--- src/rtl/permuter_arb_ctrl.sv ---
`default_nettype none
// ============================================================================
//  Module      : permuter_arb_ctrl
//  Description : Arbitration/steering control for one 2x2 permuter stage of a
//                deflection-routed network. Inputs are ranked by golden
//                packet id, then age, then a round-robin pointer. The control
//                produces a registered swap select, the winning input index
//                and per-input deflection flags. A free-running epoch counter
//                advances the golden packet id.
//                Optional macro PERM_ARB_STATS_EN adds a saturating
//                deflection-cycle counter with a synchronous clear.
//  Revision    : 1.0 - initial release
// ============================================================================
module permuter_arb_ctrl #(
    parameter int AGE_W     = 4,
    parameter int ID_W      = 3,
    parameter int EPOCH_LEN = 16
) (
    input  logic             clk,
    input  logic             reset,
    input  logic             in_valid0,
    input  logic             in_valid1,
    input  logic             in_pref0,
    input  logic             in_pref1,
    input  logic [AGE_W-1:0] in_age0,
    input  logic [AGE_W-1:0] in_age1,
    input  logic [ID_W-1:0]  in_id0,
    input  logic [ID_W-1:0]  in_id1,
    input  logic             stall,
`ifdef PERM_ARB_STATS_EN
    input  logic             stat_clr,
    output logic [15:0]      defl_count,
`endif
    output logic             swap,
    output logic             winner,
    output logic             deflect0,
    output logic             deflect1,
    output logic [ID_W-1:0]  golden_id
);

    // Epoch counter is sized for the largest legal epoch length (65535).
    localparam logic [15:0] c_EPOCH_LAST = 16'(EPOCH_LEN - 1);

    logic [15:0]     epoch_q;
    logic [ID_W-1:0] golden_q;
    logic            swap_q,   swap_d;
    logic            winner_q, winner_d;
    logic            defl0_q,  defl0_d;
    logic            defl1_q,  defl1_d;
    logic            rr_q,     rr_d;

    logic            w_gold0;
    logic            w_gold1;
    logic            w_rank;
    logic            w_tie;

    // Rank the two inputs: golden first, then older age, then round-robin.
    always_comb begin
        w_gold0 = (in_id0 == golden_q);
        w_gold1 = (in_id1 == golden_q);
        w_tie   = 1'b0;
        if (w_gold0 != w_gold1) begin
            w_rank = w_gold1;
        end else if (in_age0 != in_age1) begin
            w_rank = (in_age1 > in_age0);
        end else begin
            w_rank = rr_q;
            w_tie  = 1'b1;
        end
    end

    // Next-state decision; stall freezes everything, idle clears deflections.
    always_comb begin
        swap_d   = swap_q;
        winner_d = winner_q;
        defl0_d  = defl0_q;
        defl1_d  = defl1_q;
        rr_d     = rr_q;
        if (!stall) begin
            defl0_d = 1'b0;
            defl1_d = 1'b0;
            case ({in_valid1, in_valid0})
                2'b11: begin
                    winner_d = w_rank;
                    swap_d   = w_rank ? ~in_pref1 : in_pref0;
                    // Same productive port wanted: the loser is deflected.
                    if (in_pref0 == in_pref1) begin
                        defl0_d = w_rank;
                        defl1_d = ~w_rank;
                    end
                    if (w_tie) begin
                        rr_d = ~rr_q;
                    end
                end
                2'b01: begin
                    winner_d = 1'b0;
                    swap_d   = in_pref0;
                end
                2'b10: begin
                    winner_d = 1'b1;
                    swap_d   = ~in_pref1;
                end
                default: begin
                    // Nothing present: keep the last steering setting.
                end
            endcase
        end
    end

    // Decision registers.
    always_ff @(posedge clk or posedge reset) begin
        if (reset) begin
            swap_q   <= 1'b0;
            winner_q <= 1'b0;
            defl0_q  <= 1'b0;
            defl1_q  <= 1'b0;
            rr_q     <= 1'b0;
        end else begin
            swap_q   <= swap_d;
            winner_q <= winner_d;
            defl0_q  <= defl0_d;
            defl1_q  <= defl1_d;
            rr_q     <= rr_d;
        end
    end

    // Epoch counter runs every cycle (stall does not stop it) and advances
    // the golden packet id on each wrap.
    always_ff @(posedge clk or posedge reset) begin
        if (reset) begin
            epoch_q  <= '0;
            golden_q <= '0;
        end else if (epoch_q == c_EPOCH_LAST) begin
            epoch_q  <= '0;
            golden_q <= golden_q + 1'b1;
        end else begin
            epoch_q  <= epoch_q + 16'd1;
        end
    end

`ifdef PERM_ARB_STATS_EN
    logic [15:0] defl_cnt_q;

    // Saturating count of cycles with any deflection shown; clear dominates.
    always_ff @(posedge clk or posedge reset) begin
        if (reset) begin
            defl_cnt_q <= '0;
        end else if (stat_clr) begin
            defl_cnt_q <= '0;
        end else if ((defl0_q | defl1_q) && (defl_cnt_q != 16'hFFFF)) begin
            defl_cnt_q <= defl_cnt_q + 16'd1;
        end
    end

    assign defl_count = defl_cnt_q;
`endif

    assign swap      = swap_q;
    assign winner    = winner_q;
    assign deflect0  = defl0_q;
    assign deflect1  = defl1_q;
    assign golden_id = golden_q;

endmodule
`default_nettype wire

--- config.mk ---
export PLATFORM = sky130hd
export DESIGN_NAME = permuter_arb_ctrl
export DESIGN_NICKNAME = d
export VERILOG_FILES = /design/src/rtl/permuter_arb_ctrl.sv
export SDC_FILE = /design/constraint.sdc
export NUM_CORES = 1
export LEC_CHECK = 0
export ABC_CLOCK_PERIOD_IN_PS = 1900
export CAP_MARGIN = 30
export CORE_ASPECT_RATIO = 2
export CORE_MARGIN = 8
export CORE_UTILIZATION = 50
export DETAILED_ROUTE_END_ITERATION = 8
export PLACE_DENSITY = 0.78
export RECOVER_POWER = 100
export REMOVE_ABC_BUFFERS = 1
export SLEW_MARGIN = 20
export SYNTH_ARGS = -nofsm -noshare
export SYNTH_HDL_FRONTEND = slang
export SYNTH_SLANG_ARGS = --single-unit
--- constraint.sdc ---
create_clock -name clk -period 1.9 [get_ports clk]
set_input_delay 0.285 -clock clk [delete_from_list [all_inputs] [get_ports clk]]
set_output_delay 0.285 -clock clk [all_outputs]
set_load 0.02 [all_outputs]
==> results of run 1 <==
## cells in the final DEF (no fill, tap or decap), drive strengths merged, types with 2 or more instances in the layout
cell	netlist	final
o22ai	2	2
and4	3	3
nor2	9	9
nand4	2	2
clkdlybuf4s50	0	20
xor2	9	9
nor4	3	3
ha	10	10
clkbuf	0	6
nor3	2	2
nand2	10	10
nor2b	2	2
inv	8	8
dfrtp	24	24
dlygate4sd3	0	7
nand3	8	8
buf	1	4
xnor2	16	16
o21ai	2	2
and3	5	5
## cells by family after synthesis
group	count (synthesis)
mux	1
fa+ha+maj	10
simple gates	47
flops	24
xor+xnor	25
compound gates	12
buf+inv	9
## final timing paths
| path | to | slack (ps) | start | cells after the start |
|---|---|---|---|---|
| worst min register to register | rr_q | 470 | rr_q | 1 |
| max in group asynchronous | epoch_q[3] | 450 | reset | 3 |
| min in group asynchronous | epoch_q[8] | 730 | reset | 3 |
| worst max-delay path | deflect1 | 20 | in_age0[1] | 8 |
| worst min-delay path | rr_q | 470 | rr_q | 1 |
| worst max register to register | rr_q | 140 | golden_id[0] | 5 |
## report_power, final
group / leakage, nW / total, mW / switching [mW] / internal (mW)
clock network: 0.0288 / 0.344 / 0.159 / 0.185
registers: 0.315 / 0.539 / 0.00985 / 0.529
logic: 0.459 / 0.208 / 0.0984 / 0.110
total: 0.802 / 1.09 / 0.267 / 0.824
## cell usage after synthesis, drive strengths merged
cell type / number
dfrtp: 24
xnor2: 16
ha: 10
nand2: 10
nor2: 9
xor2: 9
inv: 8
nand3: 8
and3: 5
and4: 3
nor4: 3
nand4: 2
nor2b: 2
nor3: 2
o21ai: 2
o22ai: 2
a2111oi: 1
a211oi: 1
a21oi: 1
a22o: 1
a31oi: 1
and2: 1
buf: 1
mux2: 1
nand2b: 1
nor4b: 1
o211ai: 1
o21a: 1
o31ai: 1
## layout make-up
type / count / share of cell area (%)
well taps: 28 / 1.979
inverters: 8 / 1.696
multi-input cells: 95 / 41.91
flip-flops and latches: 24 / 33.92
clock buffers: 4 / 3.110
repair buffers: 33 / 17.39
## sequential cells by signal, indices dropped and copies added (netlist names)
register   cells
epoch_q       16
golden_id      3
deflect0       1
deflect1       1
rr_q           1
swap           1
winner         1
## per-stage QoR
| stage | worst slack (ps) | power [mW] | instances | TNS (ps) |
|---|---|---|---|---|
| after floorplan | 200.8 | 0.6405 | 127 | 0 |
| after global placement | -297.8 | 0.7354 | 188 | -1095 |
| after detailed placement | -379.8 | 0.7420 | 188 | -1392 |
| after CTS | 2.152 | 1.084 | 192 | 0 |
| after global routing | -37.65 | 1.137 | 192 | -64.40 |
| final | 19.88 | 1.091 | 192 | 0 |
## critical path: stages
cell             delay, ps
clkdlybuf4s50_1        460
inv_1                   50
ha_1                   330
nand4_1                160
o22ai_1                290
o22ai_2                120
and2_4                 170
o31ai_2                200
## timing repair
action | CTS | global route
gates cloned | 0 | 0
buffers inserted | 0 | 0
resized for setup | 1 | 6
pin swaps | 2 | 3
setup endpoints to repair | 4 | 4
## per-layer routing
| layer | part of all wire, % | up-vias | wire (µm) | global-route usage (%) |
|---|---|---|---|---|
| met5 | 0 | - | 0 | 0 |
| met4 | 3.5 | 0 | 114 | 6.161 |
| met3 | 5.2 | 12 | 170 | 2.833 |
| met2 | 58 | 35 | 1883 | 26.71 |
| met1 | 34 | 526 | 1100 | 12.98 |
| li1 | - | 513 | - | - |
==> summary.md, run 1 <==
| Metric | Value |
|---|---|
| Wirelength per Cell | `17.03 µm` |
| Die area | `4676 µm²` |
| Clock tree buffer depth | `2` |
| Vias in the first global route | `1098` |
| Max VDD drop | `0.0005304 V` |
| Max-cap violation count | `0` |
| Hold Slack | `471.7 ps` |
| Worst EP required | `2080 ps` |
| # fillers | `195` |
| H-Tree Depth | `1` |
| Combinational family with the most area after synthesis | `simple AND/OR/NAND/NOR gates` |
| Share of cells above drive strength 1 | `10.37%` |
| Die Wd | `52.52 µm` |
| Post-layout instance area | `1770 µm²` |
| Final clock skew | `5.758 ps` |
| Measured slew at the worst slew-check pin | `1227 ps` |
| I/O Pins | `28` |
| Count of final max-slew check failures | `0` |
| Diode count | `0` |
| DP HPWL | `2491 µm` |
| Area after DPL | `1679 µm²` |
| Synth area leader | `dfrtp_1` |
| # setup viols final | `0` |
| Post-route DRC | `0` |
| CP arrival | `2060 ps` |
| Min-delay worst type | `flip-flop to flip-flop` |
| Nets | `196` |
| Initial antenna violation count | `0` |
| Proportion of synthesized area in mux cells | `0.8443%` |
| Core box area | `2537 µm²` |
| P&R area growth vs syn | `32.74%` |
| Fin util | `69.77%` |
| Initial Util | `52.56%` |
| Final ANT Viol Nets | `0` |
| Mapped cell area | `1334 µm²` |
| Mean post-synth cell area | `10.42 µm²` |
| Initial DRC count | `14` |
| Simple-Gate Fraction of Synth Area | `19.14%` |
| Grt ovf | `0` |
| Adder and majority cell fraction of the synthesized area | `9.381%` |
| TritonCTS clock tree | `built` |
| Synth unique cells | `30` |
| Post-layout min period | `1880 ps` |
| CTS buffer count | `3` |
| Status | `completed` |
| First-pass GRT wire length | `4940 µm` |
| Total iterations of the first detailed-routing run | `4` |
| Post-synthesis compound-gate area fraction | `6.567%` |
| F_max | `0.5319 GHz` |
| Synthesized instance count | `128` |
| Via/cell ratio | `5.656` |
| Post-CTS Hold Buffers | `0` |
| Leakage power | `0.8022 nW` |
| Crit path launch type | `primary input` |
| WS Path Type | `primary input to flip-flop` |
| Sequential share of the synthesized area | `45.03%` |
| GRT Total Usage | `13.86%` |
| Worst-Skew Late Latency | `270 ps` |
| Routed wire length | `3269 µm` |
| Multi-input logic area | `742.0 µm²` |
| Total number of yosys warnings | `0` |
| Crit. End Element | `flip-flop` |
| Root Buffer | `clkbuf_8` |
| PortBufs | `27` |
| Sink Count | `24` |
| Sequential cell area | `600.6 µm²` |
| Power Dens Cells | `616.4 nW/µm²` |
| Row count | `26` |
| Max Fanout on Critical Path | `3` |
| Share of the synthesized area in the top cell type | `45.03%` |
| Synth area leaders | `dfrtp_1, xnor2_1, ha_1` |
| Largest net degree at the start of global routing | `25` |
| Die height | `89.04 µm` |
| Slew headroom | `18.22%` |
| Routability congestion estimate | `0.8964` |
| Final worst path period share | `98.95%` |
| Via count | `1086` |
| #FFs+latches synth | `24` |
| Hold Violations, Final | `0` |
| Synth Area in XOR/XNOR | `16.42%` |
| CTS clk-pin slew, worst paths | `80 ps` |
Power figures use the tool's default switching activity.
==> run 2, diff against run 1 <==
- ABC_AREA: unset -> 1
- CORE_UTILIZATION: 50 -> 52
- HOLD_SLACK_MARGIN: unset -> 0.02
- PLACE_DENSITY: 0.78 -> 0.79
==> summary.md, run 2 <==
| Metric | Value |
|---|---|
| Crit path launch type | `flip-flop (was primary input)` |
| Max incr delay on CP | `370 ps (was 460 ps)` |
| Most used flip-flop cell after synthesis | `dfrtp_1 (unchanged)` |
| Share of the synthesized area in the top cell type | `39.51% (was 45.03%)` |
| Synth Area in XOR/XNOR | `9.794% (was 16.42%)` |
| P&R area growth vs syn | `21.23% (was 32.74%)` |
| #FFs+latches synth | `24 (unchanged)` |
| Mean post-synth cell area | `8.173 µm² (was 10.42 µm²)` |
| Post-layout min period | `1740 ps (was 1880 ps)` |
| Crit-path cells | `ha_1 -> nand3_2 -> nor2_1 -> nand2_1 -> nor2_2 -> nand3_1 -> nor2_2 -> xor2_1 -> inv_1 (was clkdlybuf4s50_1 -> inv_1 -> ha_1 -> nand4_1 -> o22ai_1 -> o22ai_2 -> and2_4 -> o31ai_2)` |
| Post-CTS Hold Buffers | `0 (unchanged)` |
| Place WS | `-96.19 ps (was -379.8 ps)` |
| Post-cts resize count | `0 (was 1)` |
| DP HPWL | `2363 µm (was 2491 µm)` |
| Clock tree buffer depth | `2 (unchanged)` |
| Crit. End Element | `flip-flop (unchanged)` |
| Via/cell ratio | `4.891 (was 5.656)` |
| Total iterations of the first detailed-routing run | `4 (unchanged)` |
| F_max | `0.5747 GHz (was 0.5319 GHz)` |
| Final worst path period share | `91.57% (was 98.95%)` |
| CTS buffer count | `3 (unchanged)` |
| I/O Pins | `28 (unchanged)` |
| Post-synth top cells | `inv_1, nand2_1, dfrtp_1 (was dfrtp_1, xnor2_1, ha_1, nand2_1)` |
| Max-cap violation count | `0 (unchanged)` |
| Measured slew at the worst slew-check pin | `1235 ps (was 1227 ps)` |
| Die Wd | `54.23 µm (was 52.52 µm)` |
| Post-route DRC | `0 (unchanged)` |
| Most frequent cells in the layout | `inv_1, nand2_1, dfrtp_1 (was dfrtp_1, clkdlybuf4s50_1, xnor2_1)` |
| First-pass GRT wire length | `5106 µm (was 4940 µm)` |
| Crit-path slowest cell | `dfrtp_1 (was clkdlybuf4s50_1)` |
| Simple-Gate Fraction of Synth Area | `29.79% (was 19.14%)` |
| Largest net degree at the start of global routing | `25 (unchanged)` |
| RSZ-0062 raised after global routing | `no` |
| Slew headroom | `17.66% (was 18.22%)` |
| Routed wire length | `2870 µm (was 3269 µm)` |
| Reg with most FFs | `epoch_q (unchanged)` |
| H-Tree Depth | `1 (unchanged)` |
| Routability congestion estimate | `0.8599 (was 0.8964)` |
| Initial Util | `52.92% (was 52.56%)` |
| Final clock skew | `1.397 ps (was 5.758 ps)` |
| Most common cell after layout, fill and taps aside | `inv_1 (was dfrtp_1)` |
| Leakage power | `0.9800 nW (was 0.8022 nW)` |
| Worst EP required | `2050 ps (was 2080 ps)` |
| Initial DRC count | `18 (was 14)` |
| Status | `completed (unchanged)` |
| Combinational family with the most area after synthesis | `simple AND/OR/NAND/NOR gates (unchanged)` |
| # setup viols final | `0 (unchanged)` |
| Setup slack after layout | `160.1 ps (was 19.88 ps)` |
| FFs w/ async S/R, synth | `100.0% (unchanged)` |
| Grt ovf | `0 (unchanged)` |
| # fillers | `247 (was 195)` |
| Max VDD drop | `0.0006318 V (was 0.0005304 V)` |
| Post-synthesis compound-gate area fraction | `2.798% (was 6.567%)` |
| Critical path buffer and inverter count | `1 (was 2)` |
| Mapped cell area | `1520 µm² (was 1334 µm²)` |
| Vias in the first global route | `1240 (was 1098)` |
| Worst-Skew Late Latency | `250 ps (was 270 ps)` |
| Proportion of synthesized area in mux cells | `0% (was 0.8443%)` |
| Min-delay worst type | `flip-flop to flip-flop (unchanged)` |
| Sink Count | `24 (unchanged)` |
| Synth area leaders | `dfrtp_1, inv_1, nand2_1 (was dfrtp_1, xnor2_1, ha_1)` |
| Hold Violations, Final | `0 (unchanged)` |
| Wirelength per Cell | `11.57 µm (was 17.03 µm)` |
| Synth unique cells | `25 (was 30)` |
| Initial antenna violation count | `0 (unchanged)` |
| Row count | `28 (was 26)` |
| GRT Total Usage | `12.68% (was 13.86%)` |
| Count leader, synth | `inv_1 (was dfrtp_1)` |
| Post-synth EDFFs | `0 (unchanged)` |
| Die area | `5014 µm² (was 4676 µm²)` |
| Die height | `92.47 µm (was 89.04 µm)` |
| TritonCTS clock tree | `built (unchanged)` |
| CP arrival | `1890 ps (was 2060 ps)` |
| Cell family with most CP delay | `simple AND/OR/NAND/NOR gates (was compound AO/OA/AOI/OAI gates)` |
| WS Path Type | `flip-flop to flip-flop (was primary input to flip-flop)` |
| Total number of yosys warnings | `0 (unchanged)` |
| PortBufs | `27 (unchanged)` |
| Nets | `251 (was 196)` |
| Root Buffer | `clkbuf_8 (unchanged)` |
| CP dominant cell by count | `nor2_2` |
| Synthesized instance count | `186 (was 128)` |
| Count of final max-slew check failures | `0 (unchanged)` |
| Diode count | `0 (unchanged)` |
| Adder and majority cell fraction of the synthesized area | `8.230% (was 9.381%)` |
| Power after layout | `0.9850 mW (was 1.091 mW)` |
| Total setup buffers inserted after CTS | `0 (unchanged)` |
| Share of cells above drive strength 1 | `5.505% (was 10.37%)` |
| CTS clk-pin slew, worst paths | `70 ps (was 80 ps)` |
| Core box area | `2873 µm² (was 2537 µm²)` |
| Final ANT Viol Nets | `0 (unchanged)` |
| Synth area leader | `dfrtp_1 (unchanged)` |
| Max FFs per register | `16 (unchanged)` |
| Fin util | `64.16% (was 69.77%)` |
| Sequential share of the synthesized area | `39.51% (was 45.03%)` |
| Max Fanout on Critical Path | `4 (was 3)` |
| Via count | `1213 (was 1086)` |
| Power Dens Cells | `534.5 nW/µm² (was 616.4 nW/µm²)` |
-- run 2: changes by cell type after synthesis, moves of 3 or more --
cell / previous run / this run
and4_1: 3 / 0
inv_1: 8 / 38
nand4_1: 2 / 9
nand2_1: 10 / 37
and3_1: 5 / 0
o21ai_0: 2 / 5
xor2_1: 9 / 12
nor2_2: 0 / 3
nand3_2: 0 / 3
xnor2_1: 16 / 5
nor2_1: 9 / 14
-- run 2: worst reg2reg max path: stages (launching register included) --
cell and delay, ps:
dfrtp_1 370, ha_1 200, nand3_2 140, nor2_1 160
nand2_1 120, nor2_2 130, nand3_1 110, nor2_2 170
xor2_1 170, inv_1 50
-- run 2: worst paths after layout --
kind / startpoint / endpoint / slack [ps] / cells past startpoint
worst max-delay path: epoch_q[0] / epoch_q[10] / 160 / 9
worst min-delay path: epoch_q[0] / epoch_q[0] / 470 / 1
worst max register to register: epoch_q[0] / epoch_q[10] / 160 / 9
worst min register to register: epoch_q[0] / epoch_q[0] / 470 / 1
max in group asynchronous: reset / deflect1 / 450 / 3
min in group asynchronous: reset / epoch_q[11] / 730 / 3
-- run 2: logic make-up after synthesis --
kind of cell / Yosys count
adder cells (fa/ha/maj): 10
XOR/XNOR: 17
AND/OR/NAND/NOR: 87
flip-flops: 24
buffers and inverters: 40
AO/OA/AOI/OAI: 8
-- run 2: routing by layer --
metal	GRT usage, %	routed length (µm)	vias up
met5	0	0	-
met4	4.132	29	0
met3	2.568	147	4
met2	21.15	1442	20
met1	15.29	1249	544
li1	-	-	645
-- run 2: area by class of cell --
| class | count | area (µm²) | share of cell area (%) |
|---|---|---|---|
| clock buffers | 3 | 41.29 | 2.240 |
| multi-input cells | 122 | 732.0 | 39.71 |
| flip-flops and latches | 24 | 600.6 | 32.59 |
| well taps | 30 | 37.54 | 2.037 |
| repair buffers | 29 | 281.5 | 15.27 |
| inverters | 40 | 150.1 | 8.147 |
-- run 2: power breakdown --
part           leakage [nW]  switching [mW]  internal, mW
sequential            0.314         0.00708         0.528
clock                0.0216           0.140         0.141
combinational         0.645          0.0843        0.0847
-- run 2: per-stage QoR --
stage	cells	hold WS, ps	cell area (µm²)	TNS (ps)
after floorplan	186	299.6	1520	0
after CTS	248	374.2	1884	0
after detailed placement	245	464.7	1843	-165.9
after global placement	245	445.0	1843	0
final	248	469.0	1843	0
after global routing	248	487.9	1843	0
